[src/rtl/md_pkg.sv]
// Shared encodings and defaults for the EX-stage multiply/divide issue controller.
package md_pkg;

  localparam int unsigned MD_DATA_W       = 32;
  localparam int unsigned MD_OP_W         = 4;
  localparam int unsigned MD_XOP_W        = 3;
  localparam int unsigned MD_BUSY_TIMEOUT = 16;
  localparam int unsigned MD_CNT_W        = 32;

  typedef enum logic [MD_OP_W-1:0] {
    MD_NONE  = 4'd0,
    MD_MULT  = 4'd1,
    MD_MULTU = 4'd2,
    MD_DIV   = 4'd3,
    MD_DIVU  = 4'd4,
    MD_MTHI  = 4'd5,
    MD_MTLO  = 4'd6,
    MD_MFHI  = 4'd7,
    MD_MFLO  = 4'd8
  } md_op_e;

  typedef enum logic [MD_XOP_W-1:0] {
    XOP_MULT  = 3'd0,
    XOP_MULTU = 3'd1,
    XOP_DIV   = 3'd2,
    XOP_DIVU  = 3'd3,
    XOP_MTHI  = 3'd4,
    XOP_MTLO  = 3'd5
  } xalu_op_e;

  typedef enum logic [1:0] {
    ST_IDLE  = 2'd0,
    ST_ISSUE = 2'd1,
    ST_BUSY  = 2'd2
  } md_state_e;

  typedef struct packed {
    logic [MD_XOP_W-1:0]  op;
    logic [MD_DATA_W-1:0] rd1;
    logic [MD_DATA_W-1:0] rd2;
  } md_issue_t;

  // E-stage classes 1..6 map one-to-one onto XALU ops 0..5.
  function automatic logic [MD_XOP_W-1:0] md_to_xop(input logic [MD_OP_W-1:0] op);
    return MD_XOP_W'(op - 4'd1);
  endfunction

endpackage

[src/rtl/md_timeout_cnt.sv]
// Saturating BUSY-window watchdog with a sticky error flag.
module md_timeout_cnt
  import md_pkg::*;
#(
  parameter int unsigned BUSY_TIMEOUT = MD_BUSY_TIMEOUT
) (
  input  logic i_clk,
  input  logic i_rst_n,
  input  logic i_clr,
  input  logic i_inc,
  output logic o_hit_c,
  output logic o_err
);

  localparam int unsigned TCNT_W = $clog2(BUSY_TIMEOUT + 1);

  logic [TCNT_W-1:0] r_cnt;
  logic              r_err;

  // Fires on the increment that brings the count up to the limit.
  assign o_hit_c = i_inc && (r_cnt >= TCNT_W'(BUSY_TIMEOUT - 1));
  assign o_err   = r_err;

  always_ff @(posedge i_clk or negedge i_rst_n) begin
    if (!i_rst_n) begin
      r_cnt <= '0;
      r_err <= 1'b0;
    end else begin
      if (i_clr) begin
        r_cnt <= '0;
      end else if (i_inc && (r_cnt != TCNT_W'(BUSY_TIMEOUT))) begin
        r_cnt <= r_cnt + TCNT_W'(1);
      end
      if (o_hit_c) begin
        r_err <= 1'b1;
      end
    end
  end

endmodule

[src/rtl/md_issue_ctrl.sv]
// EX-stage issue controller feeding the XALU mult/div unit; stalls HI/LO ops while it is occupied.
// Optional performance counters are enabled with `define MD_PERF_CNT_EN.
module md_issue_ctrl
  import md_pkg::*;
#(
  parameter int unsigned BUSY_TIMEOUT = MD_BUSY_TIMEOUT
`ifdef MD_PERF_CNT_EN
  , parameter int unsigned CNT_W = MD_CNT_W
`endif
) (
  input  logic                 Clock,
  input  logic                 Reset,
  input  logic [MD_OP_W-1:0]   MDOp_E,
  input  logic                 Valid_E,
  input  logic                 Flush,
  input  logic [MD_DATA_W-1:0] RD1_E,
  input  logic [MD_DATA_W-1:0] RD2_E,
  input  logic                 XBusy,
  output logic                 XStart,
  output logic [MD_XOP_W-1:0]  XALUOp,
  output logic [MD_DATA_W-1:0] XRD1,
  output logic [MD_DATA_W-1:0] XRD2,
  output logic                 Stall,
  output logic                 Err
`ifdef MD_PERF_CNT_EN
  , output logic [CNT_W-1:0]   IssueCnt
  , output logic [CNT_W-1:0]   StallCnt
`endif
);

  md_state_e r_state;
  md_state_e w_state_nxt;
  md_issue_t r_issue;
  md_issue_t w_issue_nxt;
  logic      r_xstart;
  logic      w_load;
  logic      w_md_req;
  logic      w_issue_req;
  logic      w_timeout_hit;
  logic      w_in_busy;

  always_comb begin
    w_md_req    = Valid_E && !Flush &&
                  (MDOp_E >= MD_OP_W'(MD_MULT)) && (MDOp_E <= MD_OP_W'(MD_MFLO));
    w_issue_req = w_md_req && (MDOp_E <= MD_OP_W'(MD_MTLO));
  end

  assign w_in_busy = (r_state == ST_BUSY);
  assign Stall     = w_md_req && ((r_state == ST_ISSUE) || (w_in_busy && XBusy));

  // Next-state: a pending issue may launch straight out of BUSY when XBusy drops.
  always_comb begin
    w_state_nxt = r_state;
    w_load      = 1'b0;
    w_issue_nxt = '{op: md_to_xop(MDOp_E), rd1: RD1_E, rd2: RD2_E};
    case (r_state)
      ST_IDLE: begin
        if (w_issue_req) begin
          w_load      = 1'b1;
          w_state_nxt = ST_ISSUE;
        end
      end
      ST_ISSUE: begin
        w_state_nxt = (r_issue.op >= MD_XOP_W'(XOP_MTHI)) ? ST_IDLE : ST_BUSY;
      end
      ST_BUSY: begin
        if (!XBusy) begin
          if (w_issue_req) begin
            w_load      = 1'b1;
            w_state_nxt = ST_ISSUE;
          end else begin
            w_state_nxt = ST_IDLE;
          end
        end else if (w_timeout_hit) begin
          w_state_nxt = ST_IDLE;
        end
      end
      default: w_state_nxt = ST_IDLE;
    endcase
  end

  always_ff @(posedge Clock or negedge Reset) begin
    if (!Reset) begin
      r_state  <= ST_IDLE;
      r_xstart <= 1'b0;
      r_issue  <= '0;
    end else begin
      r_state  <= w_state_nxt;
      r_xstart <= w_load;
      if (w_load) begin
        r_issue <= w_issue_nxt;
      end
    end
  end

  md_timeout_cnt #(
    .BUSY_TIMEOUT (BUSY_TIMEOUT)
  ) u_timeout (
    .i_clk   (Clock),
    .i_rst_n (Reset),
    .i_clr   (!w_in_busy),
    .i_inc   (w_in_busy && XBusy),
    .o_hit_c (w_timeout_hit),
    .o_err   (Err)
  );

  assign XStart = r_xstart;
  assign XALUOp = r_issue.op;
  assign XRD1   = r_issue.rd1;
  assign XRD2   = r_issue.rd2;

`ifdef MD_PERF_CNT_EN
  logic [CNT_W-1:0] r_issue_cnt;
  logic [CNT_W-1:0] r_stall_cnt;

  always_ff @(posedge Clock or negedge Reset) begin
    if (!Reset) begin
      r_issue_cnt <= '0;
      r_stall_cnt <= '0;
    end else begin
      if (r_state == ST_ISSUE) begin
        r_issue_cnt <= r_issue_cnt + CNT_W'(1);
      end
      if (Stall) begin
        r_stall_cnt <= r_stall_cnt + CNT_W'(1);
      end
    end
  end

  assign IssueCnt = r_issue_cnt;
  assign StallCnt = r_stall_cnt;
`endif

endmodule

[config.mk]
export PLATFORM = sky130hd
export DESIGN_NAME = md_issue_ctrl
export DESIGN_NICKNAME = d
export VERILOG_FILES = /design/src/rtl/md_pkg.sv /design/src/rtl/md_timeout_cnt.sv /design/src/rtl/md_issue_ctrl.sv
export SDC_FILE = /design/constraint.sdc
export NUM_CORES = 1
export LEC_CHECK = 0
export ABC_AREA = 1
export BUFFER_PORTS_ARGS = -buffer_cell sky130_fd_sc_hd__buf_4
export CORE_MARGIN = 1
export CORE_UTILIZATION = 43
export CTS_BUF_LIST = sky130_fd_sc_hd__clkbuf_16
export DETAILED_ROUTE_END_ITERATION = 16
export PLACE_DENSITY_LB_ADDON = 0.08
export SYNTH_ARGS = -nofsm -noshare
export SYNTH_HDL_FRONTEND = slang
export SYNTH_HIERARCHICAL = 1
export SYNTH_SLANG_ARGS = --single-unit
[constraint.sdc]
create_clock -name Clock -period 1.36 [get_ports Clock]
set_input_delay 0.136 -clock Clock [delete_from_list [all_inputs] [get_ports Clock]]
set_output_delay 0.136 -clock Clock [all_outputs]
set_load 0.03 [all_outputs]
==> results of run 1 <==
[state kept, by name (all words and copies together) (netlist names)]
register and count:
XRD2 32, u_timeout/r_cnt 5, XRD1 32, XStart 1, u_timeout/o_err 1, r_state 2
XALUOp 3
[Yosys cell counts (2+ instances only)]
| cell | instances |
|---|---|
| inv_1 | 22 |
| nand2_4 | 2 |
| inv_2 | 2 |
| nor2_2 | 4 |
| nand3_1 | 72 |
| ha_1 | 5 |
| clkbuf_1 | 3 |
| nand4_1 | 2 |
| buf_4 | 5 |
| o21ai_2 | 2 |
| nor2_1 | 8 |
| dfrtp_1 | 76 |
| nand2_1 | 157 |
| buf_2 | 11 |
[final timing paths]
kind / slack (ns) / startpoint / cells past startpoint / end
worst max register to register: -0.05 / u_timeout/r_cnt[1]$_DFFE_PN0P_ / 9 / r_state[1]$_DFFE_PN0P_
worst min-delay path: 0.03 / RD2_E[1] / 3 / XRD2[1]$_DFFE_PN0P_
worst min register to register: 0.47 / XRD1[14]$_DFFE_PN0P_ / 2 / XRD1[14]$_DFFE_PN0P_
worst max-delay path: -0.08 / r_state[0]$_DFFE_PN0P_ / 5 / Stall
max in group asynchronous: 0.51 / Reset / 3 / XRD1[12]$_DFFE_PN0P_
min in group asynchronous: 0.30 / Reset / 2 / XRD1[17]$_DFFE_PN0P_
[power by group through the flow]
stage | clock network [mW] | registers, mW | logic (mW)
after floorplan | 0 | 4.02 | 0.500
after global placement | 0 | 3.05 | 2.63
after detailed placement | 0 | 3.05 | 2.67
after CTS | 2.37 | 3.04 | 2.68
after global routing | 2.48 | 3.13 | 2.95
final | 2.34 | 3.07 | 2.77
[per-stage QoR]
stage | cells | area, sq um | power, mW | util | hold slack (ns)
6_report | 649 | 5230 | 8.18 | 0.710 | 0.0301
5_1_grt | 649 | 5230 | 8.56 | 0.710 | 0.0236
4_1_cts | 639 | 4980 | 8.09 | 0.675 | 0.0274
3_5_place_dp | 619 | 4610 | 5.72 | 0.625 | 0.114
3_3_place_gp | 619 | 4610 | 5.68 | 0.625 | 0.114
2_1_floorplan | 382 | 3320 | 4.52 | - | -0.160
[cell type report]
| class | count | area (sq um) |
|---|---|---|
| Clock buffer | 9 | 225 |
| Clock inverter | 7 | 67.6 |
| Fill cell | 614 | 2140 |
| Inverter | 25 | 110 |
| Multi-Input combinational cell | 260 | 1330 |
| Sequential cell | 76 | 1900 |
| Tap cell | 99 | 124 |
| Timing Repair Buffer | 173 | 1470 |
[repair_timing]
action                                  in CTS  in global routing
cloned                                       0                  6
endpoints found under the hold margin       32                  0
gates resized for setup                     12                 45
pin swaps                                    5                 14
endpoints found under the setup margin      69                 74
hold buffers                                 1                  0
buffers inserted                             3                  4
[per-layer routing]
layer,vias up,global-route usage,share of wire
met1,1474,0.292,0.44
met5,-,0,0
met4,0,0.0779,0.0089
met3,7,0.0533,0.066
li1,1527,-,-
met2,96,0.350,0.49
[worst max-delay path: stages (launching register included)]
cell and delay (ns):
dfrtp_1 0.38, buf_6 0.14, inv_4 0.03, nor2_2 0.11
o21a_1 0.19, buf_6 0.14
[logic make-up after synthesis]
logic type	after synthesis	synth area share
compound gates	5	0.0117
buf+inv	46	0.0684
simple gates	249	0.324
fa+ha+maj	5	0.0189
xor+xnor	1	0.00264
flops	76	0.574
==> flow_summary.json, run 1 <==
{
  "status": "complete, but fails checks",
  "violations": "negative setup slack",
  "gp_congestion": 0.821,
  "layout_common_cells": "buf_4, nand2_1, dfrtp_1",
  "period_minus_slack_ns": 1.44,
  "final_common_cell": "buf_4",
  "cts_sinks": 76,
  "maxSlewViolCount": 0,
  "synth_area_per_cell_sq_um": 8.67,
  "cp.required_ns": 1.22,
  "setup_viol": 59,
  "yosysWarnings": 6,
  "syn_inst": 382,
  "grt_first_pass_wirelength_um": 14200,
  "critPathCaptureType": "primary output",
  "cp.arrival_ns": 1.31,
  "rsz0062_at_grt": "yes",
  "clk_latency_ns": 0.33,
  "synth-seq-cells": 76,
  "synth_area_leader_cell": "dfrtp_1",
  "max-vdd-ir-drop_v": 0.00100,
  "synth_flop_cell": "dfrtp_1",
  "place_hpwl_um": 5690,
  "ant_nets": 0,
  "setup_tns_ns": -1.72,
  "drv_cap": 0,
  "max_clock_freq_mhz": 692,
  "fp-row-count": 31,
  "track_usage": 0.219,
  "die-area_sq_um": 8060,
  "n_antenna_cell": 0,
  "htreeDepth": 3,
  "fp.dieW_um": 89.8,
  "p_clk_frac": 0.286,
  "async_reset_ff_frac": 1.00,
  "ys_seq_area_frac": 0.574,
  "wirelength_um": 9220,
  "slew_headroom": 0.698,
  "cts_tree": "yes",
  "synth_top_area_frac": 0.574,
  "die_h_um": 89.8,
  "path_clk_slew_ns": 0.06,
  "worst_slew_pin_slew_ns": 0.454,
  "synth_nets": 460,
  "switching_power_mw": 2.93,
  "syn_to_final_growth_pct": 57.9,
  "pre_cts_slack_ns": -0.0887,
  "vias_per_cell": 4.78,
  "power_switching_share": 0.358,
  "dr_total_vias": 3104,
  "power.density_nw_per_um2": 1560,
  "final_hold_viol_count": 0,
  "yosys.cell_types.count": 25,
  "power.leakage_nw": 2.88,
  "cts_root_buffer": "clkbuf_16",
  "antenna_found_initial": 0,
  "grt_pass1_vias": 2885,
  "drc_errors": 0,
  "syn-cell-area_sq_um": 3310,
  "drt_first_pass_iters": 4,
  "worst_clock_skew_ns": 0.00693,
  "core_area_sq_um": 7370,
  "p_int_mw": 5.25,
  "grt_max_degree": 38,
  "numCtsBuffers": 9,
  "cts_buffer_depth": 2,
  "fin_ws_ns": -0.0842,
  "combPwrFrac": 0.339,
  "hp-class": "in2reg",
  "finalCritPeriodShare": 1.06,
  "ios": 143,
  "drive_gt1_frac": 0.445,
  "overflow": 0,
  "drtIter0Drc": 130,
  "start_util": 0.450,
  "path_class": "reg2out",
  "critPathMaxFanout": 3,
  "io_buffer_count": 142,
  "p_seq_frac": 0.375,
  "final_nets": 623,
  "synth-edff-count": 0,
  "wl_per_cell_um": 14.2,
  "yosys-top-cells-area": "dfrtp_1, nand2_1, nand3_1",
  "start_kind": "flip-flop"
}
No activity file was read; power rests on OpenSTA's default activity.
==> run 2, diff against run 1 <==
- clock period: 1.36 -> 1.2 ns (I/O delays scaled with it)
==> run 2 against run 1 <==
Highest routed layer unchanged. Flip-flop and latch count is the same. Hold slack lost 0.013 ns. Final cell count grew 2.2%. Core utilization grew 3.6 points. Non-clock buffer count grew 14. Critical endpoint is now XRD2[23]$_DFFE_PN0P_. Combinational power grew 17%. The run still ends with negative setup slack left. Routed wire length grew 0.79%. Sequential power grew 14%. Sequential share of layout area shrank 1.8 points.
==> flow_summary.json, run 2 (synthesized netlist as in run 1, its figures left out) <==
{
  "finalCritPeriodShare": 1.22,
  "clk_latency_ns": 0.33,
  "fp-row-count": 31,
  "fill_cells": 561,
  "grt_pass1_vias": 3229,
  "die_h_um": 89.8,
  "path_clk_slew_ns": 0.06,
  "path_class": "reg2reg",
  "r2r_start": "r_state[0]$_DFFE_PN0P_",
  "max_clock_freq_mhz": 686,
  "dr_total_vias": 3198,
  "cts_buffer_depth": 2,
  "final_nets": 637,
  "min_from": "RD2_E[6]",
  "cts_root_buffer": "clkbuf_16",
  "start_util": 0.450,
  "switching_power_mw": 3.36,
  "slowest_stage": "dfrtp_1",
  "ios": 143,
  "gp_congestion": 0.760,
  "seq_area_sq_um": 1900,
  "critPathMaxFanout": 9,
  "pre_cts_slack_ns": -0.189,
  "layout.cells.non_filler": 663,
  "max_stage_delay_ns": 0.41,
  "max-vdd-ir-drop_v": 0.000967,
  "crit_buf_inv": 2,
  "place_hpwl_um": 6020,
  "cp_top_family": "simple AND/OR/NAND/NOR gates",
  "fin_hold_ws_ns": 0.0166,
  "track_usage": 0.239,
  "hp-class": "in2reg",
  "core_area_sq_um": 7370,
  "drt_first_pass_iters": 4,
  "drive_gt1_frac": 0.484,
  "p_clk_frac": 0.263,
  "worst_clock_skew_ns": 0.00907,
  "fp.dieW_um": 89.8,
  "numCtsBuffers": 9,
  "final_hold_viol_count": 0,
  "vias_per_cell": 4.82,
  "overflow": 0,
  "antenna_found_initial": 0,
  "period_minus_slack_ns": 1.46,
  "rsz0062_at_grt": "yes",
  "grt_first_pass_wirelength_um": 15300,
  "p_int_mw": 5.80,
  "p_seq_frac": 0.383,
  "drtIter0Drc": 97,
  "cp_common_cell": "nand2_1",
  "ant_nets": 0,
  "setup_viol": 75,
  "worst_slew_pin_slew_ns": 0.249,
  "critPathCaptureType": "flip-flop",
  "final_util": 0.746,
  "combPwrFrac": 0.354,
  "cp.arrival_ns": 1.67,
  "cts_sinks": 76,
  "drc_errors": 0,
  "crit_chain": "nor2_2 > nand2_2 > nor2_4 > nand3_4 > buf_4 > buf_16 > nand2_1 > nand2_1",
  "htreeDepth": 3,
  "fin_ws_ns": -0.259,
  "power.density_nw_per_um2": 1670,
  "io_buffer_count": 142,
  "die-area_sq_um": 8060,
  "grt_max_degree": 43,
  "n_antenna_cell": 0,
  "cp.depth": 8,
  "cp.required_ns": 1.41,
  "dp_cells": 631,
  "violations": "negative setup slack",
  "multiInputGateArea_sq_um": 1430,
  "maxSlewViolCount": 0,
  "syn_to_final_growth_pct": 65.9,
  "drv_cap": 0,
  "reg2regPathDepth": 8,
  "final_common_cell": "buf_4",
  "start_kind": "flip-flop",
  "status": "complete, but fails checks",
  "layout_common_cells": "buf_4, nand2_1, dfrtp_1",
  "wl_per_cell_um": 14.0,
  "power_switching_share": 0.367,
  "wirelength_um": 9300,
  "min_path_cells": 3,
  "power.leakage_nw": 2.98,
  "cp-startpoint": "r_state[0]$_DFFE_PN0P_",
  "cts_tree": "yes",
  "slew_headroom": 0.834
}
## run 2: cell count changes in the layout (fill, tap and decap cells not counted), moves of 3 or more
cell,change
buf_4,+9
buf_12,+3
nand2_2,+3
buf_8,-3
nand3_1,+3
nand2_1,-12
nand2_4,+9
buf_16,+3
nand3_2,-3
## run 2: timing repair
action | CTS | global route
setup endpoints to repair | 77 | 77
pin swaps | 8 | 10
buffers inserted | 6 | 7
hold endpoints to repair | 76 | 0
cloned | 4 | 1
resized for setup | 35 | 51
hold buffers | 1 | 0
## run 2: layout make-up
type | count | area share
clock buffer | 9 | 0.0410
clock inverter | 7 | 0.00774
inverter | 25 | 0.0198
multi-input combinational | 260 | 0.260
sequential | 76 | 0.346
tap | 99 | 0.0225
timing repair buffer | 187 | 0.303
## run 2: power groups by stage
stage | Combinational, mW | Sequential (mW) | Clock, mW
6_report | 3.24 | 3.50 | 2.41
5_1_grt | 3.46 | 3.57 | 2.58
4_1_cts | 3.16 | 3.44 | 2.46
3_5_place_dp | 3.08 | 3.46 | 0
3_3_place_gp | 3.04 | 3.44 | 0
2_1_floorplan | 0.579 | 4.55 | 0
## run 2: routing by layer
layer / global-route usage / vias to the layer above / share of wire
li1: - / 1571 / -
met1: 0.301 / 1506 / 0.39
met2: 0.398 / 106 / 0.52
met3: 0.0643 / 15 / 0.072
met4: 0.0806 / 0 / 0.019
met5: 0 / - / 0
## run 2: worst paths after layout
path	slack [ns]	end
max	-0.26	XRD2[23]$_DFFE_PN0P_
min	0.02	XRD2[6]$_DFFE_PN0P_
max reg2reg	-0.26	XRD2[23]$_DFFE_PN0P_
min reg2reg	0.47	u_timeout/o_err$_DFFE_PN0P_
max in group asynchronous	0.67	u_timeout/r_cnt[4]$_DFFE_PN0P_
min in group asynchronous	0.30	u_timeout/r_cnt[1]$_DFFE_PN0P_
## run 2: worst reg2reg max path, cell delays in order (launching register included)
cell     delay (ns)
dfrtp_1        0.41
nor2_2         0.12
nand2_2        0.08
nor2_4         0.15
nand3_4        0.12
buf_4          0.18
buf_16         0.14
nand2_1        0.07
nand2_1        0.07
## run 2: stage by stage
stage,TNS [ns],cell area [sq um],power (mW)
finish,-14.28,5500,9.16
global route,-20.65,5500,9.61
CTS,-9.20,5280,9.06
detailed placement,-11.35,4740,6.54
global placement,-9.86,4740,6.48
floorplan,-1.86,3350,5.13
==> run 3, diff against run 2 <==
--- a/constraint.sdc
+++ b/constraint.sdc
@@ -3,2 +3,2 @@
 set_output_delay 0.12 -clock Clock [all_outputs]
-set_load 0.03 [all_outputs]
+set_load 0.01 [all_outputs]
==> run 3 against run 2 <==
The run still ends with negative setup slack left. Clock power up 9.5%. Design area grew 1.2%. Count of clock-buffer cells in the layout did not move. Core utilization rose by 0.88 points. Final cell count shrank 0.45%. Clock skew decreased by 0.0045 ns. Highest routed layer unchanged.
==> flow_summary.json, run 3 (synthesized netlist as in run 1, its figures left out) <==
{
  "fin_ws_ns": -0.233,
  "htreeDepth": 3,
  "critPathCaptureType": "flip-flop",
  "placed_area_sq_um": 4640,
  "syn_to_final_growth_pct": 67.9,
  "cp.required_ns": 1.43,
  "final_hold_viol_count": 0,
  "final_nets": 634,
  "combPwrFrac": 0.286,
  "cts_sinks": 76,
  "fin_hold_ws_ns": 0.0134,
  "critPathMaxFanout": 2,
  "cp-startpoint": "u_timeout/r_cnt[1]$_DFFE_PN0P_",
  "max_clock_freq_mhz": 698,
  "die_h_um": 89.8,
  "ant_nets": 0,
  "drive_gt1_frac": 0.515,
  "cp.arrival_ns": 1.66,
  "grt_max_degree": 77,
  "final_common_cell": "buf_4",
  "path_clk_slew_ns": 0.06,
  "antenna_found_initial": 0,
  "place_hpwl_um": 5630,
  "grt_pass1_vias": 3123,
  "finalCritPeriodShare": 1.19,
  "status": "complete, but fails checks",
  "drtIter0Drc": 176,
  "drt_first_pass_iters": 4,
  "worst_clock_skew_ns": 0.00460,
  "start_util": 0.450,
  "fp.dieW_um": 89.8,
  "hp-class": "in2reg",
  "cts_buffer_depth": 2,
  "start_kind": "flip-flop",
  "rsz0062_at_grt": "yes",
  "power_switching_share": 0.296,
  "final_util": 0.755,
  "grt_first_pass_wirelength_um": 15400,
  "period_minus_slack_ns": 1.43,
  "dr_total_vias": 3213,
  "layout_common_cells": "buf_4, nand2_1, dfrtp_1",
  "layout.cells.non_filler": 660,
  "max-vdd-ir-drop_v": 0.000993,
  "setup_viol": 77,
  "dp_cells": 627,
  "track_usage": 0.243,
  "wirelength_um": 9730,
  "cts_root_buffer": "clkbuf_16",
  "numCtsBuffers": 9,
  "fp-row-count": 31,
  "path_class": "reg2reg",
  "min_from": "RD2_E[13]",
  "overflow": 0,
  "power.density_nw_per_um2": 1540,
  "clk_latency_ns": 0.32,
  "design_area_sq_um": 5560,
  "p_clk_frac": 0.308,
  "p_seq_frac": 0.406,
  "core_area_sq_um": 7370,
  "maxSlewViolCount": 0,
  "power.leakage_nw": 2.97,
  "worst_slew_pin_slew_ns": 0.406,
  "vias_per_cell": 4.87,
  "r2r_start": "u_timeout/r_cnt[1]$_DFFE_PN0P_",
  "wl_per_cell_um": 14.7,
  "p_int_mw": 6.04,
  "gp_congestion": 0.749,
  "cts_tree": "yes",
  "n_antenna_cell": 0,
  "violations": "negative setup slack",
  "slew_headroom": 0.729,
  "setup_tns_ns": -13.94,
  "die-area_sq_um": 8060,
  "switching_power_mw": 2.54,
  "ios": 143,
  "io_buffer_count": 142,
  "fill_cells": 566,
  "drv_cap": 0,
  "drc_errors": 0
}
## run 3: worst paths after layout
check / endpoint / slack [ns] / cells after the start
setup / recovery: r_state[1]$_DFFE_PN0P_ / -0.23 / 9
hold / removal: XRD2[13]$_DFFE_PN0P_ / 0.01 / 3
setup reg to reg: r_state[1]$_DFFE_PN0P_ / -0.23 / 9
hold reg to reg: XRD1[30]$_DFFE_PN0P_ / 0.48 / 2
max in group asynchronous: XRD2[29]$_DFFE_PN0P_ / 0.53 / 3
min in group asynchronous: u_timeout/r_cnt[2]$_DFFE_PN0P_ / 0.36 / 3
## run 3: final cells by class
type | instances | area, sq um | area share
Tap cell | 99 | 124 | 0.0223
Inverter | 25 | 113 | 0.0202
Multi-Input combinational cell | 260 | 1480 | 0.266
Timing Repair Buffer | 184 | 1650 | 0.297
Sequential cell | 76 | 1900 | 0.342
Clock inverter | 7 | 68.8 | 0.0124
Clock buffer | 9 | 225 | 0.0405
## run 3: power by group through the flow
| stage | Sequential (mW) | Combinational (mW) | Clock, mW |
|---|---|---|---|
| 6_report | 3.49 | 2.46 | 2.64 |
| 5_1_grt | 3.55 | 2.67 | 2.81 |
| 4_1_cts | 3.44 | 2.35 | 2.69 |
| 3_5_place_dp | 3.45 | 2.14 | 0 |
| 3_3_place_gp | 3.45 | 2.09 | 0 |
| 2_1_floorplan | 3.71 | 0.582 | 0 |
## run 3: timing repair
action	CTS	global route
hold endpoints to repair	76	0
endpoints found under the setup margin	77	77
pin swaps	12	60
resized for setup	56	55
hold buffers	1	0
gates cloned	6	2
buffers inserted	11	3
## run 3: worst max-delay path, cell delays in order, from the launching register on
cell and delay (ns):
dfrtp_1 0.40, ha_2 0.20, nand2_2 0.09, nor2_4 0.04
ha_4 0.15, inv_2 0.05, nand3_2 0.05, nand2_2 0.08
inv_2 0.04, o32ai_2 0.24
## run 3: per-layer routing
layer | wire length (um) | GRT usage | share of wire
met5 | 0 | 0 | 0
met2 | 4970 | 0.416 | 0.51
met4 | 106 | 0.0847 | 0.011
met1 | 4160 | 0.307 | 0.43
met3 | 497 | 0.0491 | 0.051
## run 3: per-stage QoR
stage          setup slack (ns)  total power, mW
2_1_floorplan            -0.104             4.29
3_3_place_gp             -0.148             5.54
3_5_place_dp             -0.219             5.59
4_1_cts                  -0.185             8.48
5_1_grt                  -0.323             9.02
6_report                 -0.233             8.58
